--- src/rtl/mul_pkg.sv ---
// Shared types for the sequential multiplier: operand/product widths, FSM states
// and the per-step shift applied to each half-product.
package mul_pkg;

  localparam int unsigned CORE_W = 4;

  typedef logic [2*CORE_W-1:0] operand_t;
  typedef logic [4*CORE_W-1:0] product_t;

  typedef enum logic [1:0] {
    IDLE = 2'd0,
    MUL  = 2'd1,
    DONE = 2'd2
  } state_e;

  // Step order is aL*bL, aL*bH, aH*bL, aH*bH.
  function automatic int unsigned step_shift(input logic [1:0] step);
    case (step)
      2'd0:    step_shift = 0;
      2'd1:    step_shift = CORE_W;
      2'd2:    step_shift = CORE_W;
      default: step_shift = 2 * CORE_W;
    endcase
  endfunction

endpackage

--- src/rtl/Mult_4_4.sv ---
// Combinational 4x4 unsigned multiplier core shared by all four steps
// of the sequencer.
module Mult_4_4 (
  input  logic [3:0] a_i,
  input  logic [3:0] b_i,
  output logic [7:0] p_o
);

  assign p_o = {4'b0, a_i} * {4'b0, b_i};

endmodule

--- src/rtl/mul_seq_ctrl.sv ---
// 2W x 2W unsigned multiplier built from one W x W core, stepping the four
// half-products through it over four clocks with valid/ready on both sides.
module mul_seq_ctrl
  import mul_pkg::*;
#(
  parameter int unsigned W = CORE_W
) (
  input  logic           clk,
  input  logic           rst_n,
  input  logic           in_valid,
  output logic           in_ready,
  input  logic [2*W-1:0] in_a,
  input  logic [2*W-1:0] in_b,
  input  logic           abort,
  output logic           out_valid,
  input  logic           out_ready,
  output logic [4*W-1:0] out_p,
  output logic           busy
);

  state_e         state_q, state_d;
  logic [1:0]     step_q, step_d;
  logic [2*W-1:0] a_q, a_d;
  logic [2*W-1:0] b_q, b_d;
  logic [4*W-1:0] acc_q, acc_d;

  logic [W-1:0]   core_a;
  logic [W-1:0]   core_b;
  logic [2*W-1:0] core_p;
  logic [4*W-1:0] pp_ext;
  logic           accept;

  // step[1] picks the half of a, step[0] the half of b.
  assign core_a = step_q[1] ? a_q[2*W-1:W] : a_q[W-1:0];
  assign core_b = step_q[0] ? b_q[2*W-1:W] : b_q[W-1:0];

  Mult_4_4 u_core (
    .a_i (core_a),
    .b_i (core_b),
    .p_o (core_p)
  );

  assign pp_ext = {{(2*W){1'b0}}, core_p};

  assign in_ready  = (state_q == IDLE) || ((state_q == DONE) && out_ready);
  assign accept    = in_valid && in_ready && !abort;
  assign out_valid = (state_q == DONE);
  assign busy      = (state_q != IDLE);
  assign out_p     = acc_q;

  always_comb begin
    state_d = state_q;
    step_d  = step_q;
    a_d     = a_q;
    b_d     = b_q;
    acc_d   = acc_q;

    case (state_q)
      IDLE: begin
        if (accept) begin
          a_d     = in_a;
          b_d     = in_b;
          acc_d   = '0;
          step_d  = 2'd0;
          state_d = MUL;
        end
      end
      MUL: begin
        if (abort) begin
          acc_d   = '0;
          step_d  = 2'd0;
          state_d = IDLE;
        end else begin
          acc_d  = acc_q + (pp_ext << step_shift(step_q));
          step_d = step_q + 2'd1;
          if (step_q == 2'd3) begin
            state_d = DONE;
          end
        end
      end
      DONE: begin
        if (abort) begin
          acc_d   = '0;
          step_d  = 2'd0;
          state_d = IDLE;
        end else if (accept) begin
          a_d     = in_a;
          b_d     = in_b;
          acc_d   = '0;
          step_d  = 2'd0;
          state_d = MUL;
        end else if (out_ready) begin
          state_d = IDLE;
        end
      end
      default: begin
        state_d = IDLE;
        step_d  = 2'd0;
        acc_d   = '0;
      end
    endcase
  end

  always_ff @(posedge clk or negedge rst_n) begin
    if (!rst_n) begin
      state_q <= IDLE;
      step_q  <= 2'd0;
      a_q     <= '0;
      b_q     <= '0;
      acc_q   <= '0;
    end else begin
      state_q <= state_d;
      step_q  <= step_d;
      a_q     <= a_d;
      b_q     <= b_d;
      acc_q   <= acc_d;
    end
  end

endmodule

--- config.mk ---
export PLATFORM = sky130hd
export DESIGN_NAME = mul_seq_ctrl
export DESIGN_NICKNAME = d
export VERILOG_FILES = /design/src/rtl/mul_pkg.sv /design/src/rtl/Mult_4_4.sv /design/src/rtl/mul_seq_ctrl.sv
export SDC_FILE = /design/constraint.sdc
export NUM_CORES = 1
export LEC_CHECK = 0
export BUFFER_PORTS_ARGS = -buffer_cell sky130_fd_sc_hd__buf_2
export CORE_MARGIN = 8
export CORE_UTILIZATION = 40
export DETAILED_ROUTE_END_ITERATION = 8
export HOLD_SLACK_MARGIN = 0.02
export SYNTH_ARGS = -nofsm -noshare
export SYNTH_HDL_FRONTEND = slang
export SYNTH_SLANG_ARGS = --single-unit
--- constraint.sdc ---
create_clock -name clk -period 5.24 [get_ports clk]
set_clock_uncertainty 0.15 [all_clocks]
set_input_delay 0.524 -clock clk [delete_from_list [all_inputs] [get_ports clk]]
set_output_delay 0.524 -clock clk [all_outputs]
set_load 0.02 [all_outputs]
==> results of run 1 <==
## final timing paths
check	endpoint	slack [ns]	cells past startpoint
min in group clk	b_q[2]$_DFFE_PN0P_	0.31	2
max in group asynchronous	step_q[0]$_DFF_PN0_	4.23	1
setup reg to reg	out_p[14]$_DFF_PN0_	0.04	21
hold reg to reg	a_q[4]$_DFFE_PN0P_	0.37	1
hold / removal	out_p[9]$_DFF_PN0_	0.16	1
setup / recovery	out_p[14]$_DFF_PN0_	0.04	21
## cell usage in the layout, fill, tap and decap left out, types with 6 or more instances in the layout
| cell | instances |
|---|---|
| mux2_2 | 16 |
| ha_1 | 26 |
| xor2_1 | 8 |
| a22o_1 | 18 |
| a21oi_1 | 13 |
| buf_4 | 24 |
| buf_2 | 39 |
| inv_1 | 9 |
| mux2i_1 | 6 |
| dfrtp_1 | 34 |
| xnor2_1 | 7 |
| nor2_1 | 28 |
| o21ai_0 | 6 |
| nand2_1 | 12 |
## state kept, by name (all words and copies together), names as in the netlist
name / flops
step_q: 2
a_q: 8
b_q: 8
state_q: 2
out_p: 16
## logic make-up after synthesis
family          share of synthesized area (%)
compound gates                           18.6
xor+xnor                                 5.41
fa+ha+maj                                16.4
buf+inv                                  3.27
flops                                    32.7
mux                                      10.2
simple gates                             13.4
## worst reg2reg max path, stage by stage, from the launching register on
cell	delay, ns
dfrtp_2	0.46
mux2i_2	0.18
or2_4	0.24
fa_1	0.54
inv_2	0.04
fa_1	0.52
fa_2	0.39
a21o_2	0.21
a21oi_2	0.13
xor2_1	0.18
nor2_1	0.07
a21oi_2	0.14
nor2_1	0.05
ha_1	0.35
buf_6	0.15
nand2_4	0.06
nor3_2	0.05
o31a_1	0.34
o41ai_4	0.39
o21ai_1	0.11
xor2_1	0.15
a22o_1	0.19
## stage by stage
| stage | setup slack (ns) | hold WS (ns) |
|---|---|---|
| 3_3_place_gp | 0.0127 | 0.343 |
| 5_1_grt | -0.244 | 0.226 |
| 2_1_floorplan | 0.0206 | 0.0784 |
| 3_5_place_dp | -0.101 | 0.346 |
| 6_report | 0.0444 | 0.158 |
| 4_1_cts | 0.00481 | 0.194 |
## what timing repair did
action	in CTS	in global routing
buffers inserted	0	6
resized for setup	5	34
pin swaps	6	20
setup endpoints to repair	6	6
## cell type report
class	instances	area [um^2]	area share, %
flip-flops and latches	36	903	26.1
well taps	80	100	2.89
repair buffers	64	387	11.2
clock inverters	3	42.5	1.23
inverters	10	37.5	1.08
multi-input cells	222	1920	55.5
clock buffers	5	68.8	1.99
## power by group
group / internal (mW) / leakage [nW] / switching (mW) / total [mW]
combinational: 0.769 / 1.21 / 0.869 / 1.64
clock: 0.141 / 0.0541 / 0.112 / 0.253
sequential: 0.344 / 0.457 / 0.0583 / 0.403
total: 1.25 / 1.72 / 1.04 / 2.29
## metal layers
layer  GRT usage (%)  vias up  share of wire, %
li1                -     1132                 -
met1            15.5     1063                46
met2            22.4       48                48
met3            3.17        7               5.0
met4            3.54        0               1.0
met5               0        -                 0
==> key figures, run 1 <==
Pwr
  • Leakage power: 1.72 nW
  • VDD IR max: 323 uV
  • Total power draw: 2.29 mW
  • Pwr dens: 663 nW/um^2

STA
  • Setup_tns: 0 ns
  • Final setup vio count: 0
  • Maximum clock rate: 192 MHz
  • Slew Viols, Final: 0
  • Slew @ Worst Pin: 0.794 ns
  • Final Cycle Share: 99.2%
  • Setup repair after global routing missed its margin: true
  • Rel. slew slack: 47.1%
  • Fin crit period: 5.20 ns
  • Final hold violations: 0

CTS
  • H-tree Lvls: 2
  • Cts-stage hold buffer count: 0
  • CTS buffer count: 5
  • Root buffer cell: clkbuf_8
  • Skew-Pair Late Insertion Delay: 0.30 ns
  • Clock buffer depth: 2
  • Clock transition at the registers of the reported paths: 0.08 ns
  • CTS tree: done
  • Clk sinks: 36

Drt
  • Wire per inst: 14.8 um
  • Antenna Violating Nets Remaining: 0
  • DR vias: 2250
  • 1st-pass router iterations: 5
  • Drt total wl: 6.20 mm
  • DRT iter0 DRCs: 61
  • Routed vias/inst: 5.36
  • Post-route DRC: 0

Synth
  • Commonest cells post-synth: dfrtp_1, nor2_1, ha_1
  • Top_reg_cell synth: dfrtp_1
  • Post-synthesis sequential area ratio: 32.7%
  • Synth Instances: 276
  • Asr flop ratio synth: 100%
  • Post-synth EDFFs: 0
  • Mean post-synth cell area: 9.98 um^2
  • Most frequent cell after synthesis: dfrtp_1
  • Post-synthesis cell type count: 49
  • Synth area leaders: dfrtp_1, ha_1, mux2_2, a22o_1, nor2_1
  • Number of synthesis warnings: 0
  • Synth top area share: 32.7%
  • #FFs+latches synth: 36
  • Synthesized net count: 330
  • Yosys top cell by area: dfrtp_1
  • Synth Cell Area: 2750 um^2

Final layout
  • # diodes: 0
  • Fin util: 51.5%
  • Final instance area: 3460 um^2
  • # fillers: 618
  • Area delta synth->final: 25.7%
  • Layout cells sized above 1: 37.6%
  • Final net count: 393
  • Fin cells: 420

Global routing
  • Total grt overflow: 0
  • Gr usage total: 12.9%
  • First-pass GRT wire length: 10.4 mm
  • Antenna violations before repair: 0
  • Number of global-route vias before repair: 2310
  • Largest net degree at the start of global routing: 37

Run
  • Max Cap Viol: 0

Run status
  • Outcome: finished clean

Critical path
  • Path type of the worst setup path: flip-flop to flip-flop
  • Slowest cell delay on critical path: 0.54 ns
  • Critical path buffers and inverters: 2
  • Crit-path slowest cell: fa_1
  • Kind of end point of the critical path: flip-flop
  • WP data required: 5.28 ns
  • Crit path arrival time: 5.24 ns
  • Crit path from: step_q[0]$_DFF_PN0_
  • CP max FO: 5
  • Setup crit start kind: flip-flop
  • CP cell instances: mux2i_2 -> or2_4 -> fa_1 -> inv_2 -> fa_1 -> fa_2 -> a21o_2 -> a21oi_2 -> xor2_1 -> nor2_1 -> a21oi_2 -> nor2_1 -> ha_1 -> buf_6 -> nand2_4 -> nor3_2 -> o31a_1 -> o41ai_4 -> o21ai_1 -> xor2_1 -> a22o_1
  • RR Startpoint: step_q[0]$_DFF_PN0_
  • Crit-path leading delay family: adder cells

Place
  • HPWL after detailed placement: 4.70 mm
  • IO buf count: 39
  • Placed inst area: 3140 um^2
  • GP Congestion: 0.868
  • Inst Count DP: 406

Die
  • Core area: 6720 um^2
  • Starting density of the core: 41.0%
  • Ports: 40
  • Die area: 9800 um^2
  • Row Count: 30
  • Die X: 99.0 um
  • DIE HEIGHT: 99.0 um

Hold path
  • Min-delay worst type: input port to asynchronous set/reset pin
Power figures use the tool's default switching activity.
==> run 2, diff against run 1 <==
clock period = 6.7 ns   (was 5.24 ns; I/O delays follow)
==> run 2 against run 1 <==
Flip-flop and latch count is the same; setup slack improved by 1.0 ns; global-route usage about the same; clock power down 23%; maximum frequency shrank 8.1%; non-clock buffer count is 23 lower; combinational power decreased by 38%; sequential share of layout area grew 2.7 points; clock-buffer cell count unchanged; highest routed layer unchanged.
==> key figures, run 2 (synthesized netlist as in run 1, its figures left out) <==
CTS
  • H-tree Lvls: 2 (unchanged)
  • Root buffer cell: clkbuf_8
  • Clock buffer depth: 2 (unchanged)
  • Clk sinks: 36 (unchanged)
  • CTS tree: done
  • Skew-Pair Late Insertion Delay: 0.30 ns (about the same)
  • Cts-stage hold buffer count: 0 (unchanged)
  • CTS buffer count: 5 (unchanged)
  • Post-CTS sizing: 0 (-5)
  • Clock transition at the registers of the reported paths: 0.08 ns (about the same)
  • Post-CTS Setup Bufs: 0 (unchanged)

Run status
  • Outcome: finished clean

Drt
  • 1st-pass router iterations: 5 (unchanged)
  • Drt total wl: 5.84 mm (-5.9%)
  • Antenna Violating Nets Remaining: 0 (unchanged)
  • DR vias: 2147 (-4.6%)
  • Wire per inst: 14.7 um (-0.45%)
  • Post-route DRC: 0 (unchanged)
  • Routed vias/inst: 5.41 (+0.95%)
  • DRT iter0 DRCs: 83 (+36%)

Critical path
  • CP Depth: 20 (-4.8%)
  • RR Startpoint: step_q[0]$_DFF_PN0_
  • Crit-path leading delay family: adder cells
  • Crit path from: step_q[0]$_DFF_PN0_
  • Reg2reg end: out_p[13]$_DFF_PN0_
  • Crit path arrival time: 5.69 ns (+0.45 ns)
  • Critical Path Sink: out_p[13]$_DFF_PN0_
  • Critical path buffers and inverters: 1 (-1)
  • CP cell instances: mux2i_1 -> or2_2 -> fa_1 -> inv_1 -> fa_1 -> fa_1 -> a21o_2 -> a21oi_1 -> xor2_1 -> nor2_1 -> a21oi_1 -> nor2_1 -> ha_1 -> a211oi_1 -> nor2_1 -> o311ai_2 -> nor3b_1 -> o21ai_0 -> xor2_1 -> a22o_1
  • Path type of the worst setup path: flip-flop to flip-flop
  • FF-to-FF setup slack: 1.05 ns (+1.00 ns)
  • Slowest cell delay on critical path: 0.54 ns (about the same)
  • Setup crit start kind: flip-flop
  • Crit-path slowest cell: dfrtp_1
  • WP data required: 6.74 ns (+1.46 ns)
  • Cells on worst reg2reg path: 20 (-4.8%)
  • CP max FO: 8 (+3)
  • Kind of end point of the critical path: flip-flop

Global routing
  • Largest net degree at the start of global routing: 37 (unchanged)
  • Number of global-route vias before repair: 2191 (-5.2%)
  • First-pass GRT wire length: 10.4 mm (-0.79%)
  • Gr usage total: 12.9% (about the same)
  • Antenna violations before repair: 0 (unchanged)
  • Total grt overflow: 0 (unchanged)

Pwr
  • Total power draw: 1.52 mW (-34%)
  • VDD IR max: 180 uV (-44%)
  • Pwr dens: 487 nW/um^2 (-27%)
  • Leakage power: 1.57 nW (-8.6%)

STA
  • Setup repair after global routing missed its margin: false
  • Final hold violations: 0 (unchanged)
  • Fin crit period: 5.65 ns (+0.459 ns)
  • Final setup vio count: 0 (unchanged)
  • Hold_ws: 0.307 ns (+0.149 ns)
  • Final Cycle Share: 84.4% (-15 points)
  • Slew Viols, Final: 0 (unchanged)
  • Slew @ Worst Pin: 0.809 ns (+0.0147 ns)
  • Rel. slew slack: 46.1% (-0.98 points)
  • Maximum clock rate: 177 MHz (-8.1%)
  • Setup_tns: 0 ns (unchanged)

Final layout
  • Max reg flops: 16 (unchanged)
  • Final net count: 370 (-5.9%)
  • Commonest non-fill, non-tap cell in the layout: buf_2
  • Layout cells sized above 1: 25.6% (-12 points)
  • Most frequent cells in the layout: buf_2, dfrtp_1, nor2_1
  • # diodes: 0 (unchanged)
  • Area delta synth->final: 13.4%

Hold path
  • Min-delay worst type: input port to asynchronous set/reset pin

Die
  • Starting density of the core: 41.0% (unchanged)
  • Ports: 40 (unchanged)
  • Die area: 9800 um^2 (unchanged)
  • Die X: 99.0 um (unchanged)
  • Core area: 6720 um^2 (unchanged)
  • DIE HEIGHT: 99.0 um (unchanged)
  • Row Count: 30 (unchanged)

Run
  • Max Cap Viol: 0 (unchanged)

Place
  • GP Congestion: 0.820 (-5.5%)
  • IO buf count: 39 (unchanged)
  • HPWL after detailed placement: 4.58 mm (-2.5%)
==> run 2: worst min path at each step <==
| stage | startpoint | end | slack (ns) | depth (start not counted) |
|---|---|---|---|---|
| final | rst_n | out_p[2]$_DFF_PN0_ | 0.31 | 1 |
| after global routing | a_q[3]$_DFFE_PN0P_ | a_q[3]$_DFFE_PN0P_ | 0.38 | 1 |
| after CTS | rst_n | out_p[2]$_DFF_PN0_ | 0.34 | 1 |
| after detailed placement | a_q[4]$_DFFE_PN0P_ | a_q[4]$_DFFE_PN0P_ | 0.35 | 1 |
| after global placement | a_q[6]$_DFFE_PN0P_ | a_q[6]$_DFFE_PN0P_ | 0.34 | 1 |
| after floorplan | rst_n | a_q[0]$_DFFE_PN0P_ | 0.22 | 0 |
==> run 2: through the flow <==
| stage | setup slack [ns] | util [%] | std cells | cell area [um^2] |
|---|---|---|---|---|
| after detailed placement | 1.07 | 44.8 | 389 | 3010 |
| after floorplan | 1.36 | - | 276 | 2750 |
| after global placement | 1.25 | 44.8 | 389 | 3010 |
| after CTS | 1.04 | 46.5 | 397 | 3120 |
| after global routing | 0.604 | 46.5 | 397 | 3120 |
| final | 1.05 | 46.5 | 397 | 3120 |
==> run 2: layer usage <==
metal  vias to the layer above  GRT usage (%)  wire (um)
li1                       1083              -          -
met1                      1004           15.3       2700
met2                        52           21.9       2720
met3                         8           4.02        337
met4                         0           3.66         80
met5                         -              0          0
==> run 2: final cells by class <==
class,count,area (um^2)
sequential,36,901
fill,652,3600
timing repair buffer,41,210
tap,80,100
clock inverter,3,42.5
clock buffer,5,68.8
multi-input combinational,222,1760
inverter,10,37.5
==> run 2: power breakdown <==
| part | switching (mW) | total, mW | internal (mW) |
|---|---|---|---|
| clock network | 0.0853 | 0.195 | 0.110 |
| logic | 0.574 | 1.01 | 0.436 |
| registers | 0.0463 | 0.315 | 0.268 |
==> run 2: worst reg2reg max path: stages (launching register included) <==
cell	delay, ns
dfrtp_1	0.54
mux2i_1	0.19
or2_2	0.34
fa_1	0.54
inv_1	0.06
fa_1	0.53
fa_1	0.47
a21o_2	0.20
a21oi_1	0.17
xor2_1	0.20
nor2_1	0.06
a21oi_1	0.17
nor2_1	0.06
ha_1	0.37
a211oi_1	0.31
nor2_1	0.12
o311ai_2	0.37
nor3b_1	0.23
o21ai_0	0.12
xor2_1	0.16
a22o_1	0.20
==> run 3, diff against run 2 <==
clock period = 5.71 ns   (was 6.7 ns; I/O delays follow)
==> run 3 against run 2 <==
Clock-buffer cell count rose by 2; die area is the same; worst hold slack worse by 0.091 ns; critical endpoint unchanged; global-route usage grew 0.072 points; largest cell class unchanged; flip-flop and latch count is the same; maximum frequency grew 4.6%.
==> key figures, run 3 (synthesized netlist as in run 1, its figures left out) <==
Run status
  • Outcome: finished clean

Final layout
  • Fin util: 47.0% (+0.50 points)
  • # diodes: 0 (unchanged)
  • Final instance area: 3160 um^2 (+1.1%)
  • Max reg flops: 16 (unchanged)
  • Area delta synth->final: 14.6%
  • Commonest non-fill, non-tap cell in the layout: buf_2
  • Most frequent cells in the layout: buf_2, dfrtp_1, nor2_1
  • Layout cells sized above 1: 27.4% (+1.9 points)
  • Multi-input gate area: 1780 um^2 (+0.92%)
  • # fillers: 643 (-1.4%)
  • Final net count: 370 (unchanged)
  • Register area: 903 um^2 (+0.28%)

Drt
  • Antenna Violating Nets Remaining: 0 (unchanged)
  • Post-route DRC: 0 (unchanged)
  • Wire per inst: 15.3 um (+3.8%)
  • Drt total wl: 6.06 mm (+3.8%)
  • DRT iter0 DRCs: 68 (-18%)
  • Routed vias/inst: 5.39 (-0.37%)
  • 1st-pass router iterations: 4 (-1)
  • DR vias: 2139 (-0.37%)

Critical path
  • RR Startpoint: step_q[0]$_DFF_PN0_
  • Kind of end point of the critical path: flip-flop
  • Path type of the worst setup path: flip-flop to flip-flop
  • Cells on worst reg2reg path: 20 (unchanged)
  • CP max FO: 8 (unchanged)
  • WP data required: 5.74 ns (-1.00 ns)
  • Crit path arrival time: 5.44 ns (-0.25 ns)
  • Critical Path Sink: out_p[13]$_DFF_PN0_
  • Crit path from: step_q[0]$_DFF_PN0_
  • Reg2reg end: out_p[13]$_DFF_PN0_
  • Setup crit start kind: flip-flop
  • FF-to-FF setup slack: 0.30 ns (-0.74 ns)

STA
  • Fin crit period: 5.41 ns (-0.249 ns)
  • Maximum clock rate: 185 MHz (+4.6%)
  • Slew Viols, Final: 0 (unchanged)
  • Final hold violations: 0 (unchanged)
  • Final setup vio count: 0 (unchanged)
  • Final Cycle Share: 94.7% (+10 points)
  • Slew @ Worst Pin: 0.823 ns (+0.0139 ns)
  • Rel. slew slack: 45.1% (-0.99 points)

Pwr
  • VDD IR max: 207 uV (+15%)
  • Pwr dens: 584 nW/um^2 (+20%)
  • Leakage power: 1.58 nW (+0.57%)

CTS
  • CTS tree: done
  • Clk sinks: 36 (unchanged)
  • Root buffer cell: clkbuf_8
  • CTS buffer count: 5 (unchanged)
  • H-tree Lvls: 2 (unchanged)
  • Cts-stage hold buffer count: 0 (unchanged)
  • Clock transition at the registers of the reported paths: 0.08 ns (about the same)
  • Clock buffer depth: 2 (unchanged)
  • Skew-Pair Late Insertion Delay: 0.29 ns (about the same)

Place
  • IO buf count: 39 (unchanged)
  • GP Congestion: 0.820 (about the same)
  • HPWL after detailed placement: 4.64 mm (+1.4%)
  • Placed inst area: 3010 um^2 (unchanged)

Global routing
  • Gr usage total: 13.0% (+0.072 points)
  • Number of global-route vias before repair: 2244 (+2.4%)
  • Global Route met3 Usage: 2.89% (-1.1 points)
  • Total grt overflow: 0 (unchanged)
  • Gr busiest metal: met2
  • Grt met2 use: 22.5% (+0.57 points)
  • First-pass GRT wire length: 10.5 mm (+1.2%)
  • Antenna violations before repair: 0 (unchanged)
  • Largest net degree at the start of global routing: 37 (unchanged)
  • Met1 Usage GRT: 15.7% (+0.37 points)

Die
  • Ports: 40 (unchanged)
  • Starting density of the core: 41.0% (unchanged)
  • Core area: 6720 um^2 (unchanged)
  • DIE HEIGHT: 99.0 um (unchanged)
  • Die X: 99.0 um (unchanged)
  • Row Count: 30 (unchanged)
  • Die area: 9800 um^2 (unchanged)

Hold path
  • Min-delay worst type: input port to asynchronous set/reset pin

Run
  • Max Cap Viol: 0 (unchanged)
==> run 3: how the worst min path moves through the flow <==
stage / from / to / slack (ns) / depth (start not counted)
final: rst_n / out_p[2]$_DFF_PN0_ / 0.22 / 1
after global routing: rst_n / out_p[2]$_DFF_PN0_ / 0.30 / 1
after detailed placement: a_q[4]$_DFFE_PN0P_ / a_q[4]$_DFFE_PN0P_ / 0.35 / 1
after floorplan: rst_n / a_q[0]$_DFFE_PN0P_ / 0.13 / 0
after global placement: a_q[6]$_DFFE_PN0P_ / a_q[6]$_DFFE_PN0P_ / 0.34 / 1
after CTS: rst_n / out_p[2]$_DFF_PN0_ / 0.24 / 1
==> run 3: critical path: stages (launching register included) <==
cell	delay (ns)
dfrtp_2	0.49
mux2i_1	0.19
or2_2	0.33
fa_1	0.54
inv_1	0.06
fa_1	0.53
ha_1	0.32
a21o_2	0.22
a221o_1	0.33
nor2_1	0.12
xnor2_1	0.16
mux2i_1	0.10
nor2_1	0.15
ha_1	0.32
o21ai_2	0.17
nor2_1	0.08
o311ai_2	0.33
nor3b_2	0.24
o21ai_0	0.11
xor2_1	0.15
a22o_1	0.20
==> run 3: timing repair <==
item,in CTS,in global routing
endpoints found under the hold margin,0,0
setup endpoints to repair,0,5
buffers inserted,0,0
resized for setup,0,7
==> run 3: layer usage <==
| metal | part of all wire, % | routed length (um) |
|---|---|---|
| met1 | 47 | 2870 |
| met2 | 47 | 2870 |
| met3 | 4.5 | 272 |
| met4 | 0.73 | 44 |
| met5 | 0 | 0 |
==> run 3: layout make-up <==
type,instances,area share (%)
clock buffer,7,3.05
inverter,10,1.19
sequential,36,28.6
tap,80,3.17
timing repair buffer,41,6.66
clock inverter,1,0.951
multi-input combinational,222,56.4
==> run 3: metrics by stage <==
step / TNS, ns / total power, mW / hold WS (ns) / worst slack, ns / std cells
2_1_floorplan: 0 / 1.31 / 0.125 / 0.369 / 276
3_3_place_gp: 0 / 1.54 / 0.341 / 0.259 / 389
3_5_place_dp: 0 / 1.56 / 0.350 / 0.0712 / 389
4_1_cts: 0 / 1.83 / 0.242 / 0.0495 / 397
5_1_grt: -0.00224 / 2.02 / 0.305 / -0.00224 / 397
6_report: 0 / 1.84 / 0.217 / 0.304 / 397
==> run 3: report_power, final <==
part           switching (mW)  leakage [nW]  internal, mW  total, mW
sequential             0.0564         0.457         0.316      0.372
clock                  0.0965        0.0645         0.154      0.251
combinational           0.696          1.06         0.524       1.22
